**src/rtl/ex_data_fifo_rd_packer.sv**
```systemverilog
// rtl/ex_data_fifo_rd_packer.sv - drains N bytes from a 1-cycle-latency FIFO and packs them into 32-bit words
// Little-endian packing with keep/last; one byte per clock while the sink keeps up.
module ex_data_fifo_rd_packer #(
  parameter int LEN_WIDTH   = 12,
  parameter int FIFO_RD_LAT = 1
) (
  input  logic                 clk,
  input  logic                 rst_n,
  input  logic                 start,
  input  logic [LEN_WIDTH-1:0] frame_len,
  output logic                 busy,
  output logic                 done,
  output logic                 fifo_rd_en,
  input  logic [7:0]           fifo_rd_data,
  input  logic                 fifo_rd_empty,
  output logic [31:0]          m_data,
  output logic [3:0]           m_keep,
  output logic                 m_last,
  output logic                 m_valid,
  input  logic                 m_ready
);

  typedef enum logic [1:0] {IDLE, READ, DRAIN} state_t;

  if (FIFO_RD_LAT != 1) begin : g_bad_lat
    $error("ex_data_fifo_rd_packer: only FIFO_RD_LAT == 1 is supported");
  end

  state_t               state_q, state_d;
  logic [LEN_WIDTH-1:0] len_q, len_d;
  logic [LEN_WIDTH-1:0] req_cnt_q, req_cnt_d;
  logic [1:0]           asm_cnt_q, asm_cnt_d;
  logic [31:0]          asm_data_q, asm_data_d;
  logic                 pend_q, pend_d;
  logic                 pend_final_q, pend_final_d;
  logic [31:0]          m_data_q, m_data_d;
  logic [3:0]           m_keep_q, m_keep_d;
  logic                 m_last_q, m_last_d;
  logic                 m_valid_q, m_valid_d;
  logic                 busy_q, busy_d;
  logic                 done_q, done_d;

  logic                 issue_final;
  logic                 issue_completes;
  logic                 arrive_complete;
  logic                 slot_ok;
  logic                 rd_en;
  logic [4:0]           lane_bit;
  logic [31:0]          word;

  always_comb begin
    issue_final     = (req_cnt_q == len_q - LEN_WIDTH'(1));
    issue_completes = (req_cnt_q[1:0] == 2'd3) || issue_final;
    arrive_complete = pend_q && ((asm_cnt_q == 2'd3) || pend_final_q);
    // A completing byte landing this cycle refills the slot, so the next
    // completing read must wait one cycle or it could overrun an unaccepted word.
    slot_ok         = !issue_completes || ((!m_valid_q || m_ready) && !arrive_complete);
    rd_en           = (state_q == READ) && !fifo_rd_empty && (req_cnt_q < len_q) && slot_ok;
    lane_bit        = {asm_cnt_q, 3'b000};
  end

  always_comb begin
    state_d      = state_q;
    len_d        = len_q;
    req_cnt_d    = req_cnt_q;
    asm_cnt_d    = asm_cnt_q;
    asm_data_d   = asm_data_q;
    m_data_d     = m_data_q;
    m_keep_d     = m_keep_q;
    m_last_d     = m_last_q;
    m_valid_d    = m_valid_q;
    busy_d       = busy_q;
    done_d       = 1'b0;
    pend_d       = rd_en;
    pend_final_d = rd_en && issue_final;
    word         = asm_data_q;

    if (m_valid_q && m_ready) begin
      m_valid_d = 1'b0;
    end

    if (pend_q) begin
      word[lane_bit +: 8] = fifo_rd_data;
      if (arrive_complete) begin
        m_data_d   = word;
        m_last_d   = pend_final_q;
        m_valid_d  = 1'b1;
        asm_cnt_d  = 2'd0;
        asm_data_d = 32'h0;
        case (asm_cnt_q)
          2'd0:    m_keep_d = 4'b0001;
          2'd1:    m_keep_d = 4'b0011;
          2'd2:    m_keep_d = 4'b0111;
          default: m_keep_d = 4'b1111;
        endcase
      end else begin
        asm_data_d = word;
        asm_cnt_d  = asm_cnt_q + 2'd1;
      end
    end

    case (state_q)
      IDLE: begin
        if (start) begin
          if (frame_len != '0) begin
            len_d     = frame_len;
            req_cnt_d = '0;
            busy_d    = 1'b1;
            state_d   = READ;
          end else begin
            done_d = 1'b1;
          end
        end
      end
      READ: begin
        if (rd_en) begin
          req_cnt_d = req_cnt_q + LEN_WIDTH'(1);
          if (issue_final) begin
            state_d = DRAIN;
          end
        end
      end
      DRAIN: begin
        if (m_valid_q && m_ready && m_last_q) begin
          done_d  = 1'b1;
          busy_d  = 1'b0;
          state_d = IDLE;
        end
      end
      default: state_d = IDLE;
    endcase
  end

  always_ff @(posedge clk or negedge rst_n) begin
    if (!rst_n) begin
      state_q      <= IDLE;
      len_q        <= '0;
      req_cnt_q    <= '0;
      asm_cnt_q    <= 2'd0;
      asm_data_q   <= 32'h0;
      pend_q       <= 1'b0;
      pend_final_q <= 1'b0;
      m_data_q     <= 32'h0;
      m_keep_q     <= 4'h0;
      m_last_q     <= 1'b0;
      m_valid_q    <= 1'b0;
      busy_q       <= 1'b0;
      done_q       <= 1'b0;
    end else begin
      state_q      <= state_d;
      len_q        <= len_d;
      req_cnt_q    <= req_cnt_d;
      asm_cnt_q    <= asm_cnt_d;
      asm_data_q   <= asm_data_d;
      pend_q       <= pend_d;
      pend_final_q <= pend_final_d;
      m_data_q     <= m_data_d;
      m_keep_q     <= m_keep_d;
      m_last_q     <= m_last_d;
      m_valid_q    <= m_valid_d;
      busy_q       <= busy_d;
      done_q       <= done_d;
    end
  end

  assign fifo_rd_en = rd_en;
  assign busy       = busy_q;
  assign done       = done_q;
  assign m_data     = m_data_q;
  assign m_keep     = m_keep_q;
  assign m_last     = m_last_q;
  assign m_valid    = m_valid_q;

endmodule

```
**config.mk**
```make
export PLATFORM = sky130hd
export DESIGN_NAME = ex_data_fifo_rd_packer
export DESIGN_NICKNAME = d
export VERILOG_FILES = /design/src/rtl/ex_data_fifo_rd_packer.sv
export SDC_FILE = /design/constraint.sdc
export NUM_CORES = 1
export LEC_CHECK = 0
export BUFFER_PORTS_ARGS = -buffer_cell sky130_fd_sc_hd__clkbuf_2
export CAP_MARGIN = 15
export CORE_ASPECT_RATIO = 2
export CORE_UTILIZATION = 35
export DETAILED_ROUTE_END_ITERATION = 6
export PLACE_DENSITY = 0.59
export REMOVE_ABC_BUFFERS = 1
export SYNTH_ARGS = -nofsm -noshare
export SYNTH_HDL_FRONTEND = slang
export SYNTH_SLANG_ARGS = --single-unit
```
**constraint.sdc**
```tcl
create_clock -name clk -period 6.7 [get_ports clk]
set_input_delay 0.335 -clock clk [delete_from_list [all_inputs] [get_ports clk]]
set_output_delay 0.335 -clock clk [all_outputs]
set_load 0.05 [all_outputs]
```
# Word level (Yosys, flattened, before mapping)
# Cells that the tools add are included.
# W data, S select, Z words.
[word_totals] regBits=102 out_inout_bits=41 wordCells=83
[classes] add_sub_neg=4 n_lt_le_gt_ge=1 n_eq_ne=12 shift=2 muxes=25 n_reduce_logical=26
[op_table] op="$mux W12" count=3
[op_table] op="$bwmux W32" count=1
[op_table] op="$mux W32" count=1
[op_table] op="$shift A8 B7 Y32 const A" count=1
[op_table] op="$shiftx A8 B7 Y32" count=1
[op_table] op="$pmux W12 S2" count=1
[op_table] op="$add A12 B1 Y12 const B" count=1
[op_table] op="$eq A12 B12 Y1" count=1
[op_table] op="$lt A12 B12 Y1" count=1
[op_table] op="$mux W2" count=6
[op_table] op="$pmux W4 S3" count=1
[op_table] op="$reduce_bool A12 Y1" count=1
[op_table] op="$sub A12 B1 Y12 const B" count=1
[op_table] op="$ne A2 B2 Y1 const B" count=5
[op_table] op="$mux W1" count=9
[op_table] op="$eq A2 B2 Y1 const B" count=4
[op_table] op="$logic_and A1 B1 Y1" count=8
[op_table] op="$reduce_and A4 Y1" count=2
[op_table] op="$neg A5 Y7" count=1
[op_table] op="$pmux W2 S3" count=1
[op_table] op="$reduce_and A5 Y1" count=1
[op_table] op="$eq A2 B1 Y1 const B" count=2
[op_table] op="$logic_not A1 Y1" count=4
[op_table] op="$logic_not A2 Y1" count=2
[op_table] op="6 further kinds" count=11

# Longest topological paths before layout
# Gate-level depths: netlist of run 1.
[depth] depth_word=9 ltp_mapped=10

# Worst setup path after synthesis of run 1
# OpenSTA, ideal clock, no wires.
[synth_timing] kind="reg2out" from="register len_q[1]" to="output fifo_rd_en" arrival_time_ns=2.312 t_required_ns=6.365 slack_ns=4.053 stages_incl_launch_ff=8 path_buffers=0 path_cell_list="dfrtp_1 > or3_4 > or3_1 > a21o_1 > a2111oi_4 > o211ai_2 > a21oi_4 > inv_1"
[synth_via] elab_chain_len=6 word_cells_on_any_way=8 cone_classes="add/sub (1); order compare (1); eq/ne (1); reduce/logical (5)"
[synth_lines] item="from (decl)" line="30" source="logic [LEN_WIDTH-1:0] len_q, len_d;"
[synth_lines] item="from (signal assigned)" line="151" source="len_q <= len_d;"
[synth_lines] item="$sub A12 B1 Y12" line="52" source="issue_final = (req_cnt_q == len_q - LEN_WIDTH'(1));"
[synth_lines] item="$eq A12 B12 Y1" line="52"
[synth_lines] item="$logic_or A1 B1 Y1" line="53" source="issue_completes = (req_cnt_q[1:0] == 2'd3) || issue_final;"
[synth_lines] item="$logic_not A1 Y1" line="57" source="slot_ok = !issue_completes || ((!m_valid_q || m_ready) && !arrive_complete);"
[synth_lines] item="$logic_or A1 B1 Y1" line="57"
[synth_lines] item="$logic_and A1 B1 Y1 (*)" line="58" source="rd_en = (state_q == READ) && !fifo_rd_empty && (req_cnt_q < len_q) && slot_ok;"
[synth_lines] item="to (decl)" line="13" source="output logic fifo_rd_en,"
# Mark *: on every way between the ends. The rest lies on a longest branch, timed or not.

# Worst setup path in the final report of run 1
[layout_timing] from="register len_q[3]" to="output fifo_rd_en"
# Same word-level chain as after synthesis.

==> results of run 1 <==
==> how the worst max path moves through the flow <==
stage,end,slack [ps],depth (start not counted)
2_1_floorplan,fifo_rd_en,1880,6
4_1_cts,fifo_rd_en,3300,8
5_1_grt,fifo_rd_en,3140,10
3_5_place_dp,fifo_rd_en,3690,8
3_3_place_gp,fifo_rd_en,3790,8
6_report,fifo_rd_en,3310,8
==> worst max-delay path, stage by stage, from the launching register on <==
cell       delay [ps]
dfrtp_1           440
nor4_2            760
nand4_1           250
xnor2_1           220
a2111oi_4         330
o211ai_2          190
a21oi_4           200
inv_1              80
clkbuf_2          240
==> power by group through the flow <==
stage | sequential (W) | combinational, W | clock, W
floorplan | 0.00121 | 0.000443 | 0
global placement | 0.000933 | 0.00100 | 0
detailed placement | 0.000943 | 0.00102 | 0
CTS | 0.000931 | 0.00102 | 0.000534
global route | 0.000955 | 0.00111 | 0.000561
finish | 0.000930 | 0.00101 | 0.000512
==> logic make-up after synthesis <==
group | Yosys count | share of synthesized area [%]
AOI/OAI and AO/OA | 146 | 18.1
adders and majority gates | 21 | 5.11
DFF | 102 | 49.6
xor gates and xnor gates | 15 | 2.55
muxes | 9 | 1.78
and+or+nand+nor | 192 | 19.7
buffers and inverters | 43 | 3.16
==> layout by cell type, fill, tap and decap left out, types with 4 or more instances in the layout <==
master     instances
and3_1             6
nor2_1            16
clkbuf_2          64
xor2_1             8
and2_1             9
mux2i_1            8
a21oi_1           39
buf_4              6
nand2b_1           9
clkbuf_16          9
a22o_1            24
o21ai_0           54
nand3_1           10
xnor2_1            7
dfrtp_1          102
nor2b_1           38
nand2_1           66
inv_1             20
ha_1              21
nor3_1             7
nor4_1             4
nand4_1           10
==> flip-flops by register name (all words and copies together), names as in the netlist, 2 cells and up <==
register    count
m_data         32
m_keep          4
asm_data_q     32
req_cnt_q      12
asm_cnt_q       2
state_q         2
len_q          12
==> per-stage QoR <==
stage                     total power, W  std cells  hold slack, ps
after detailed placement         0.00196        767             322
after floorplan                  0.00166        505            39.4
after global routing             0.00263        785             236
after CTS                        0.00248        784             196
final                            0.00245        785             213
after global placement           0.00194        767             315
==> final cells by class <==
cell class                      count  area, um^2  share of cell area, %
Clock buffer                        9         225                   3.76
Clock inverter                      7        66.3                   1.11
Inverter                           20        75.1                   1.25
Multi-Input combinational cell    383        2450                   40.9
Sequential cell                   102        2550                   42.6
Tap cell                          192         240                   4.01
Timing Repair Buffer               72         383                   6.39
==> metal layers <==
| layer | share of wire, % | wire length (um) | track usage (%) | vias up |
|---|---|---|---|---|
| met3 | 2.9 | 380 | 3.33 | 24 |
| met2 | 56 | 7380 | 34.6 | 104 |
| met4 | 3.7 | 479 | 8.13 | 0 |
| met5 | 0 | 0 | 0 | - |
| met1 | 37 | 4840 | 19.4 | 1948 |
| li1 | - | - | - | 1973 |
==> impl_metrics.yaml, run 1 <==
outcome:
  status: "finished, final reports clean"
cells_and_area:
  diodes: 0
  fin_area_um2: 5990
  fillers: 1436
  fin_util_pct: 41.7
  drive_gt1_share_pct: 17.0
  area_growth_pct: 16.4
  final_nets: 634
timing:
  setup_violations: 0
  tns_ps: 0
  rsz0062_at_grt: "false"
  fin_crit_sh_pct: 50.6
  skew_ps: 9.92
  fmax_mhz: 295
  slew_violations: 0
  finalCriticalPeriod_ps: 3390
  fin_ws_ps: 3310
  hold_viol: 0
  tightest_slew_ps: 914
  slew_headroom_pct: 38.6
placement:
  port_buffers: 65
  dp_hpwl_mm: 9.87
  preCtsSetupSlack_ps: 3690
  placedInstanceArea_um2: 5680
  place_congestion: 0.903
route:
  num_vias: 4049
  drcViolationCount: 0
  avgRoutedWirePerCell_um: 16.7
  wirelength_mm: 13.1
  drtPass1Iterations: 5
  drt_first_iter_violations: 110
  viasPerCell: 5.16
  antenna_left: 0
worst_setup_path:
  rr_startpoint: "len_q[3]"
  required_ps: 6360
  endpoint_kind: "primary output"
  critPathArrivalTime_ps: 3050
  crit_path_start_kind: "register"
  r2r_slack_ps: 3990
  critPathLaunch: "len_q[3]"
  rr_worst_depth: 7
  path_class: "reg2out"
  worst_r2r_endpoint: "req_cnt_q[0]"
  worstPathMaxFanout: 9
grt:
  grt_pass1_wl_mm: 21.3
  grtUsageTotal_pct: 18.5
  grt_max_degree: 80
  grt_pass1_vias: 4037
  antenna_found_initial: 0
  overflow: 0
die:
  rows: 62
  pin_count: 66
  die_width_um: 87.7
  die_area_um2: 15200
  core_um2: 14400
  initial_utilization_pct: 35.9
  die_y_um: 173
logic_synthesis:
  avgSynthCellArea_um2: 9.74
  synth_seq_cells: 102
  synth_cell_types: 53
  yosysMostFrequentCell: "dfrtp_1"
  netlist_instances: 528
  synth_common_cells: "102 x dfrtp_1, 66 x nand2_1, 54 x o21ai_0"
  synth_warnings: 0
  ys_seq_area_share_pct: 49.6
  synth_area_um2: 5140
  synth.area.top_cells: "dfrtp_1 50%, o21ai_0 5.3%, ha_1 5.1%"
  synth_top_area_share_pct: 49.6
  ys_async_sr_fraction_pct: 100
  synth_flop_cell: "dfrtp_1"
  synth_edf_count: 0
  yosys.area.top_type: "dfrtp_1"
min_path:
  min_path_cells: 3
  whs_endpoint: "len_q[7]"
  hold_path_class: "in2reg"
  min_from: "frame_len[7]"
clocking:
  post_cts_buffers: 0
  clkSinkCount: 102
  cts_tree: "yes"
  clk_pin_slew_ps: 70
  clk_latency_ps: 350
  ctsHoldBuffers: 1
  cts.htree.levels: 3
  cts_resized: 0
  clockBufferDepth: 2
  cts_inserted_buffers: 9
  cts-root-buf: "clkbuf_16"
power:
  comb_power_share_pct: 41.2
  sw_frac_of_total_pct: 45.3
  p_leak_nw: 2.82
  internal_power_w: 0.00134
  sequentialPowerShare_pct: 37.9
  p_sw_w: 0.00111
  ir_drop_uv: 151
  p_clk_share_pct: 20.9
  power_density_nw_per_um2: 409
run:
  maxCapViolations: 0
Power figures use the tool's default switching activity.
==> inputs of run 2 (changes only) <==
ABC_AREA = 1   (was not set)
clock period = 3.3 ns   (was 6.7 ns; I/O delays follow)
==> run 2 against run 1 <==
Core utilization fell by 0.35 points. Critical path type unchanged. Global-route usage grew 0.27 points. Power rose by 130%. Routed wire length increased by 10%. Synthesized cell count increased by 35%. Sequential share of layout area fell by 2.5 points. Flip-flop and latch count unchanged. Largest power group unchanged. Die area up 7.2%. Clock skew fell by 4.4 ps. Cell count is 25% higher. Combinational power rose to 2.5 times the previous value. Count of clock-buffer cells in the layout is 4 higher.
==> impl_metrics.yaml, run 2 <==
outcome:
  status: "finished, final reports clean"
power:
  ir_drop_uv: 472
  p_leak_nw: 3.22
  p_clk_share_pct: 19.1
  sequentialPowerShare_pct: 35.2
  power.total_w: 0.00559
  comb_power_share_pct: 45.7
  internal_power_w: 0.00299
  power_density_nw_per_um2: 879
  sw_frac_of_total_pct: 46.5
  p_sw_w: 0.00260
logic_synthesis:
  ys_async_sr_fraction_pct: 100
  netlist_instances: 715
  synth.area.top_cells: "dfrtp_1 46%, nand2_1 14%, inv_1 6.7%"
  synth_flop_cell: "dfrtp_1"
  synth_seq_cells: 102
  avgSynthCellArea_um2: 7.72
  synth_warnings: 0
  yosys.area.top_type: "dfrtp_1"
  synth_edf_count: 0
  yosysMostFrequentCell: "nand2_1"
  synth_cell_types: 34
  ys_seq_area_share_pct: 46.2
  synth_top_area_share_pct: 46.2
  synth_common_cells: "200 x nand2_1, 102 x dfrtp_1, 99 x inv_1"
  synth_area_um2: 5520
die:
  rows: 64
  pin_count: 66
  die_y_um: 180
  die_width_um: 90.8
  core_um2: 15400
  initial_utilization_pct: 35.9
  die_area_um2: 16300
clocking:
  cts_inserted_buffers: 9
  cts-root-buf: "clkbuf_16"
  cts_tree: "yes"
  post_cts_buffers: 0
  clkSinkCount: 102
  clk_latency_ps: 350
  clk_pin_slew_ps: 70
  clockBufferDepth: 2
  cts.htree.levels: 3
cells_and_area:
  final_cells: 978
  final_cell_mix: "200 x nand2_1, 102 x dfrtp_1, 99 x inv_1"
  final_nets: 823
  layout_commonest_cell: "nand2_1"
  drive_gt1_share_pct: 14.7
  fin_area_um2: 6360
  diodes: 0
  area_growth_pct: 15.3
  fillers: 1679
placement:
  dp_hpwl_mm: 11.3
  port_buffers: 65
  placedInstanceArea_um2: 6060
  placedCellCount: 963
  place_congestion: 0.924
route:
  num_vias: 4778
  wirelength_mm: 14.4
  drt_first_iter_violations: 215
  drtPass1Iterations: 4
  viasPerCell: 4.89
  avgRoutedWirePerCell_um: 14.8
  drcViolationCount: 0
  antenna_left: 0
worst_setup_path:
  required_ps: 3130
  cpMostUsedCell: "inv_2"
  crit_family: "simple AND/OR/NAND/NOR gates"
  worst_r2r_endpoint: "req_cnt_q[2]"
  path_class: "reg2out"
  endpoint_kind: "primary output"
  crit_chain: "inv_2 > ha_1 > a21oi_1 > o21ai_0 > nand3_1 > o2111ai_1 > nor2_1 > nand2_8 > inv_2 > clkbuf_2"
  max_stage_delay_ps: 480
  crit_path_start_kind: "register"
  crit_slowest_cell: "dfrtp_1"
  crit_buf_inv: 3
  r2r_slack_ps: 1010
  rr_worst_depth: 11
  critPathArrivalTime_ps: 2630
  rr_startpoint: "len_q[3]"
  worstPathMaxFanout: 14
grt:
  grt_pass1_wl_mm: 23.9
  grt_pass1_vias: 4910
  grt_max_degree: 61
  overflow: 0
  antenna_found_initial: 0
  grtUsageTotal_pct: 18.8
timing:
  setup_violations: 0
  tns_ps: 0
  fmax_mhz: 357
  slew_headroom_pct: 49.3
  rsz0062_at_grt: "false"
  tightest_slew_ps: 761
  slew_violations: 0
  fin_crit_sh_pct: 84.8
  skew_ps: 5.51
  hold_viol: 0
  finalCriticalPeriod_ps: 2800
min_path:
  whs_endpoint: "m_valid"
  hold_path_class: "in2reg"
  min_path_cells: 2
  min_from: "m_ready"
run:
  maxCapViolations: 0
-- run 2: logic make-up (layout without fill, tap and decap cells) --
logic type                 Yosys count  after routing  synth area share [%]
DFF                                102            102                  46.2
adders and majority gates           21             21                  4.76
buffers and inverters              135            200                  9.52
and+or+nand+nor                    331            331                  25.6
AOI/OAI and AO/OA                  111            111                  11.5
xor gates and xnor gates            15             15                  2.38
-- run 2: routing by layer --
metal	wire length, um	share of wire [%]	global-route usage, %	vias to the layer above
met3	338	2.3	3.17	38
met4	818	5.7	11.7	0
met2	8190	57	36.7	84
met1	5090	35	17.5	2256
met5	0	0	0	-
li1	-	-	-	2400
-- run 2: power by group through the flow --
stage / registers (W) / logic [W] / clock network [W]
floorplan: 0.00263 / 0.00121 / 0
global placement: 0.00199 / 0.00255 / 0
detailed placement: 0.00199 / 0.00257 / 0
CTS: 0.00197 / 0.00258 / 0.00110
global route: 0.00203 / 0.00282 / 0.00113
finish: 0.00197 / 0.00256 / 0.00107
-- run 2: through the flow --
step | hold WS [ps] | util [%] | worst slack, ps
global route | 63.9 | 41.4 | 263
CTS | 55.3 | 41.4 | 474
finish | 65.3 | 41.4 | 502
floorplan | -131 | - | 382
detailed placement | 280 | 39.4 | 851
global placement | 278 | 39.4 | 889
-- run 2: cell type report --
class,instances,area (um^2),share of cell area (%)
well taps,198,248,3.89
repair buffers,76,413,6.49
multi-input cells,478,2450,38.5
inverters,110,413,6.49
clock inverters,1,30.0,0.472
flip-flops and latches,102,2550,40.1
clock buffers,13,260,4.09
-- run 2: how the worst max path moves through the flow --
| stage | from | depth (start not counted) | endpoint |
|---|---|---|---|
| floorplan | pend_q | 4 | asm_data_q[20] |
| global placement | len_q[3] | 10 | fifo_rd_en |
| detailed placement | len_q[3] | 10 | fifo_rd_en |
| CTS | len_q[3] | 10 | fifo_rd_en |
| global route | len_q[3] | 10 | fifo_rd_en |
| finish | len_q[3] | 10 | fifo_rd_en |
-- run 2: timing repair --
item	4_1_cts	5_1_grt
hold buffers	1	0
endpoints found under the hold margin	58	0
gates resized for setup	0	0
